File: src/rtl/led_serializer.sv
// MSB-first serializer for a 74HC595-style LED chain: shift clock from a CLK_DIV divider, then a latch pulse.
// Optional macro LED_SER_AUTO_REFRESH_EN re-sends the shadow word after REFRESH_CYCLES idle cycles.
module led_serializer #(
  parameter int WIDTH          = 16,
  parameter int CLK_DIV        = 4,
  parameter int REFRESH_CYCLES = 65536
) (
  input  logic             i_CLK,
  input  logic             i_RESET,
  input  logic [WIDTH-1:0] i_Data,
  input  logic             i_Valid,
  output logic             o_Ready,
  output logic             o_SER_Data,
  output logic             o_SER_CLK,
  output logic             o_SER_Latch,
  output logic             o_Busy,
  output logic             o_Done
);
  localparam int IDX_W = $clog2(WIDTH);
  localparam int DIV_W = (CLK_DIV > 1) ? $clog2(CLK_DIV) : 1;

  typedef enum logic [1:0] {S_IDLE, S_SETUP, S_RISE, S_LATCH} state_t;

  state_t           state_q, state_d;
  logic [WIDTH-1:0] shadow_q, shadow_d;
  logic [IDX_W-1:0] idx_q, idx_d;
  logic [DIV_W-1:0] div_q, div_d;
  logic             ser_data_q, ser_data_d;
  logic             ser_clk_q, ser_clk_d;
  logic             latch_q, latch_d;
  logic             done_q, done_d;
  logic             div_end;
  logic             accept;
  logic             refresh_start;

  if (WIDTH < 2 || CLK_DIV < 1 || REFRESH_CYCLES < 2) begin : g_param_check
    $error("led_serializer: illegal parameter combination");
  end

  assign div_end = (div_q == DIV_W'(CLK_DIV - 1));

`ifdef LED_SER_AUTO_REFRESH_EN
  localparam int CNT_W = $clog2(REFRESH_CYCLES + 1);
  logic [CNT_W-1:0] idle_q;

  // A real request in the same cycle takes priority over the refresh.
  assign refresh_start = (state_q == S_IDLE) && !i_RESET && !i_Valid &&
                         (idle_q == CNT_W'(REFRESH_CYCLES - 1));

  always_ff @(posedge i_CLK) begin
    if (i_RESET || (state_q == S_IDLE && state_d != S_IDLE)) begin
      idle_q <= '0;
    end else if (state_q == S_IDLE) begin
      idle_q <= idle_q + CNT_W'(1);
    end
  end
`else
  assign refresh_start = 1'b0;
`endif

  assign o_Ready = (state_q == S_IDLE) && !i_RESET && !refresh_start;
  assign accept  = i_Valid && o_Ready;
  assign o_Busy  = (state_q != S_IDLE);

  always_ff @(posedge i_CLK) begin
    if (i_RESET) begin
      state_q    <= S_IDLE;
      shadow_q   <= '0;
      idx_q      <= '0;
      div_q      <= '0;
      ser_data_q <= 1'b0;
      ser_clk_q  <= 1'b0;
      latch_q    <= 1'b0;
      done_q     <= 1'b0;
    end else begin
      state_q    <= state_d;
      shadow_q   <= shadow_d;
      idx_q      <= idx_d;
      div_q      <= div_d;
      ser_data_q <= ser_data_d;
      ser_clk_q  <= ser_clk_d;
      latch_q    <= latch_d;
      done_q     <= done_d;
    end
  end

  // Divider wraps exactly when a timed state ends, so it clears on every state change.
  always_comb begin
    state_d  = state_q;
    shadow_d = shadow_q;
    idx_d    = idx_q;
    div_d    = div_end ? '0 : div_q + DIV_W'(1);
    case (state_q)
      S_IDLE: begin
        div_d = '0;
        if (accept) begin
          shadow_d = i_Data;
          idx_d    = IDX_W'(WIDTH - 1);
          state_d  = S_SETUP;
        end else if (refresh_start) begin
          idx_d    = IDX_W'(WIDTH - 1);
          state_d  = S_SETUP;
        end
      end
      S_SETUP: if (div_end) state_d = S_RISE;
      S_RISE: begin
        if (div_end) begin
          if (idx_q == '0) begin
            state_d = S_LATCH;
          end else begin
            idx_d   = idx_q - IDX_W'(1);
            state_d = S_SETUP;
          end
        end
      end
      S_LATCH: if (div_end) state_d = S_IDLE;
      default: state_d = S_IDLE;
    endcase
  end

  // Pin values are registered from the next state so they line up with the state register.
  always_comb begin
    ser_clk_d  = (state_d == S_RISE);
    latch_d    = (state_d == S_LATCH);
    ser_data_d = 1'b0;
    if (state_d == S_SETUP) begin
      ser_data_d = shadow_d[idx_d];
    end else if (state_d == S_RISE) begin
      ser_data_d = ser_data_q;
    end
    done_d = (state_q == S_LATCH) && (state_d == S_IDLE);
  end

  assign o_SER_Data  = ser_data_q;
  assign o_SER_CLK   = ser_clk_q;
  assign o_SER_Latch = latch_q;
  assign o_Done      = done_q;
endmodule
File: config.mk
export PLATFORM = sky130hd
export DESIGN_NAME = led_serializer
export DESIGN_NICKNAME = d
export VERILOG_FILES = /design/src/rtl/led_serializer.sv
export SDC_FILE = /design/constraint.sdc
export NUM_CORES = 1
export LEC_CHECK = 0
export ABC_AREA = 1
export CAP_MARGIN = 10
export CELL_PAD_IN_SITES_DETAIL_PLACEMENT = 0
export CELL_PAD_IN_SITES_GLOBAL_PLACEMENT = 1
export CORE_UTILIZATION = 37
export DETAILED_ROUTE_END_ITERATION = 10
export PLACE_DENSITY = 0.81
export REMOVE_ABC_BUFFERS = 1
export SYNTH_ARGS = -nofsm -noshare
export SYNTH_HDL_FRONTEND = slang
export SYNTH_SLANG_ARGS = --single-unit
File: constraint.sdc
create_clock -name i_CLK -period 1.96 [get_ports i_CLK]
set_input_delay 0.196 -clock i_CLK [delete_from_list [all_inputs] [get_ports i_CLK]]
set_output_delay 0.196 -clock i_CLK [all_outputs]
set_load 0.02 [all_outputs]
==> reports/summary.txt <==
Outcome: completed
Num CTS Buffers: 3
Clock tree from TritonCTS: yes
Nets: 257
Initial antenna violation count: 0
Iter 0 DRT Violations: 67
Setup TNS: 0 ns
Crit path arrival time: 1.65 ns
Die height: 64.3 um
Static Leakage: 0.855 nW
Synth top area cells: dfxtp_1, nand2_1, nand3_1
Pwr/cell area: 665 nW/um2
Slew HR: 76.6%
Cell area after synthesis: 1440 um2
Slew Limit Fails: 0
Die area: 4140 um2
Hold crit path type: reg -> reg
I/O Pins: 25
Mean Syn Cell Area: 7.15 um2
First-pass GRT wire length: 5580 um
Endpoint, Worst Hold: div_q[0]$_SDFF_PP0_
Post-synthesis cell type count: 23
R2r endpoint: o_SER_Data$_SDFFE_PP0P_
GRT Overall Usage: 17.7%
Hold Path Origin: div_q[0]$_SDFF_PP0_
Fillers: 387
Min cycle time layout: 1.85 ns
Most frequent cells in the layout: nand2_1, nand3_1, dfxtp_1, clkdlybuf4s50_1, inv_1
Fraction of layout cells with a size suffix above 1: 14.0%
Post-Route WL: 3340 um
Site Rows: 22
Chip Width: 64.3 um
Reg area: 561 um2
Worst IR Drop VDD: 416 uV
Comb power frac: 21.1%
Crit Path Class: reg -> out
Final hold violations: 0
Post-DRT Antenna Nets: 0
Reg2Reg Setup Slack: 0.22 ns
Overall power: 1.23 mW
RSZ-0062 raised after global routing: false
Wire per inst: 11.8 um
Sw power: 0.341 mW
Crit end category: output pin
Drt first pass iters: 4
Worst reg2reg path depth: 12
Seq/Total Area, Yosys: 39.0%
Via count: 1355
FMAX: 541 MHz
H-tree levels: 1
Commonest non-fill, non-tap cell in the layout: nand2_1
WP data required: 1.76 ns
Buffer type at the clock tree root: clkbuf_8
Crit path max fanout: 6
Hold Path Depth: 1
Antenna cells: 0
GP Congestion: 0.878
Pin count of the biggest net entering global routing: 25
Grt total ovfl: 0
Cell type with the highest aggregate area in the netlist: dfxtp_1
Share of the synthesized area in the top cell type: 39.0%
Multi-input gate area: 746 um2
Synth Warn #: 0
Area growth syn-to-layout: 28.8%
Max-Cap Viols: 0
Clock Sinks: 28
Startpoint types: flop
Clock skew: 0.00517 ns
Worst skew pair latency: 0.28 ns
Initial Util: 38.9%
Net Sw Frac: 27.7%
Vias in the first global route: 1219
Internal: 0.890 mW
Synth Register Bits: 28
Reg2reg start: idx_q[0]$_SDFF_PP0_
Synth Instances: 201
# setup viols final: 0
Clock-pin slew on the worst setup and hold paths: 0.09 ns
Sequential share of power: 49.2%
Finished Core Util: 50.2%
CTS max path bufs: 2
Slew @ Worst Pin: 0.347 ns
Worst Slack Setup Final: 0.112 ns
DRC Markers: 0
Post-route clock period utilization: 94.3%
I/O Buffers: 24
Via density: 4.79
Dpl ws: 0.140 ns
Clock Power Share: 29.7%
HPWL Detailed: 2500 um
Core Area: 3690 um2
## area by class of cell
cell class / count / area share, %
sequential: 28 / 30.3
clock buffer: 4 / 2.97
multi-input combinational: 143 / 40.3
inverter: 25 / 5.07
tap: 48 / 3.25
timing repair buffer: 35 / 18.1
## how the worst max path moves through the flow
stage,start,end,slack [ns],cells after the start
after floorplan,idx_q[0]$_SDFF_PP0_,o_SER_Data$_SDFFE_PP0P_,0.23,12
after global placement,i_Valid,o_SER_Data$_SDFFE_PP0P_,0.12,11
after detailed placement,i_Valid,o_SER_Data$_SDFFE_PP0P_,0.14,11
after CTS,state_q[1]$_SDFF_PP0_,o_Ready,0.03,4
after global routing,idx_q[0]$_SDFF_PP0_,o_SER_Data$_SDFFE_PP0P_,0.02,12
final,state_q[0]$_SDFF_PP0_,o_Ready,0.11,4
## synthesized netlist by cell type (all sizes together)
| cell | instances |
|---|---|
| ha | 2 |
| buf | 2 |
| nor4 | 2 |
| a211oi | 1 |
| nor3 | 2 |
| dfxtp | 28 |
| nand2 | 61 |
| a31oi | 1 |
| a21oi | 13 |
| clkbuf | 3 |
| nor2 | 18 |
| inv | 25 |
| o21ai | 6 |
| nand3 | 32 |
| nand4 | 5 |
## flip-flops by register name, summed over array words and instances (netlist names)
name	flops
o_Done	1
o_SER_CLK	1
div_q	2
idx_q	4
state_q	2
o_SER_Latch	1
shadow_q	16
o_SER_Data	1
## repair_timing
item / CTS / global route
gates resized for setup: 0 / 2
hold buffers: 0 / 0
setup endpoints to repair: 0 / 2
buffers inserted: 0 / 3
## critical path, stage by stage (launching register included)
cell and delay (ns):
dfxtp_1 0.38, nor2_4 0.21, inv_1 0.08, nor2_1 0.09, clkdlybuf4s50_1 0.61
## metal layers
layer	track usage, %	share of wire [%]
met5	0	0
met4	6.11	1.0
met3	4.46	3.0
met2	28.6	47
met1	22.5	49
## logic make-up (layout without fill, tap and decap cells)
| family | Yosys count | after routing | synth area share [%] |
|---|---|---|---|
| simple gates | 120 | 120 | 40.7 |
| fa+ha+maj | 2 | 2 | 1.74 |
| flops | 28 | 28 | 39.0 |
| buf+inv | 30 | 64 | 9.58 |
| compound gates | 21 | 21 | 8.97 |
## power groups by stage
stage	clock network, mW	registers (mW)	logic (mW)
finish	0.365	0.606	0.260
global route	0.402	0.609	0.289
CTS	0.384	0.606	0.247
detailed placement	0	0.619	0.246
global placement	0	0.619	0.245
floorplan	0	0.619	0.143
## per-stage QoR
step / hold slack, ns / cells / instance area (um2)
global route: 0.464 / 283 / 1850
CTS: 0.439 / 280 / 1810
finish: 0.437 / 283 / 1850
detailed placement: 0.425 / 276 / 1750
floorplan: 0.265 / 196 / 1390
global placement: 0.420 / 276 / 1750
No activity file was read; power rests on OpenSTA's default activity.
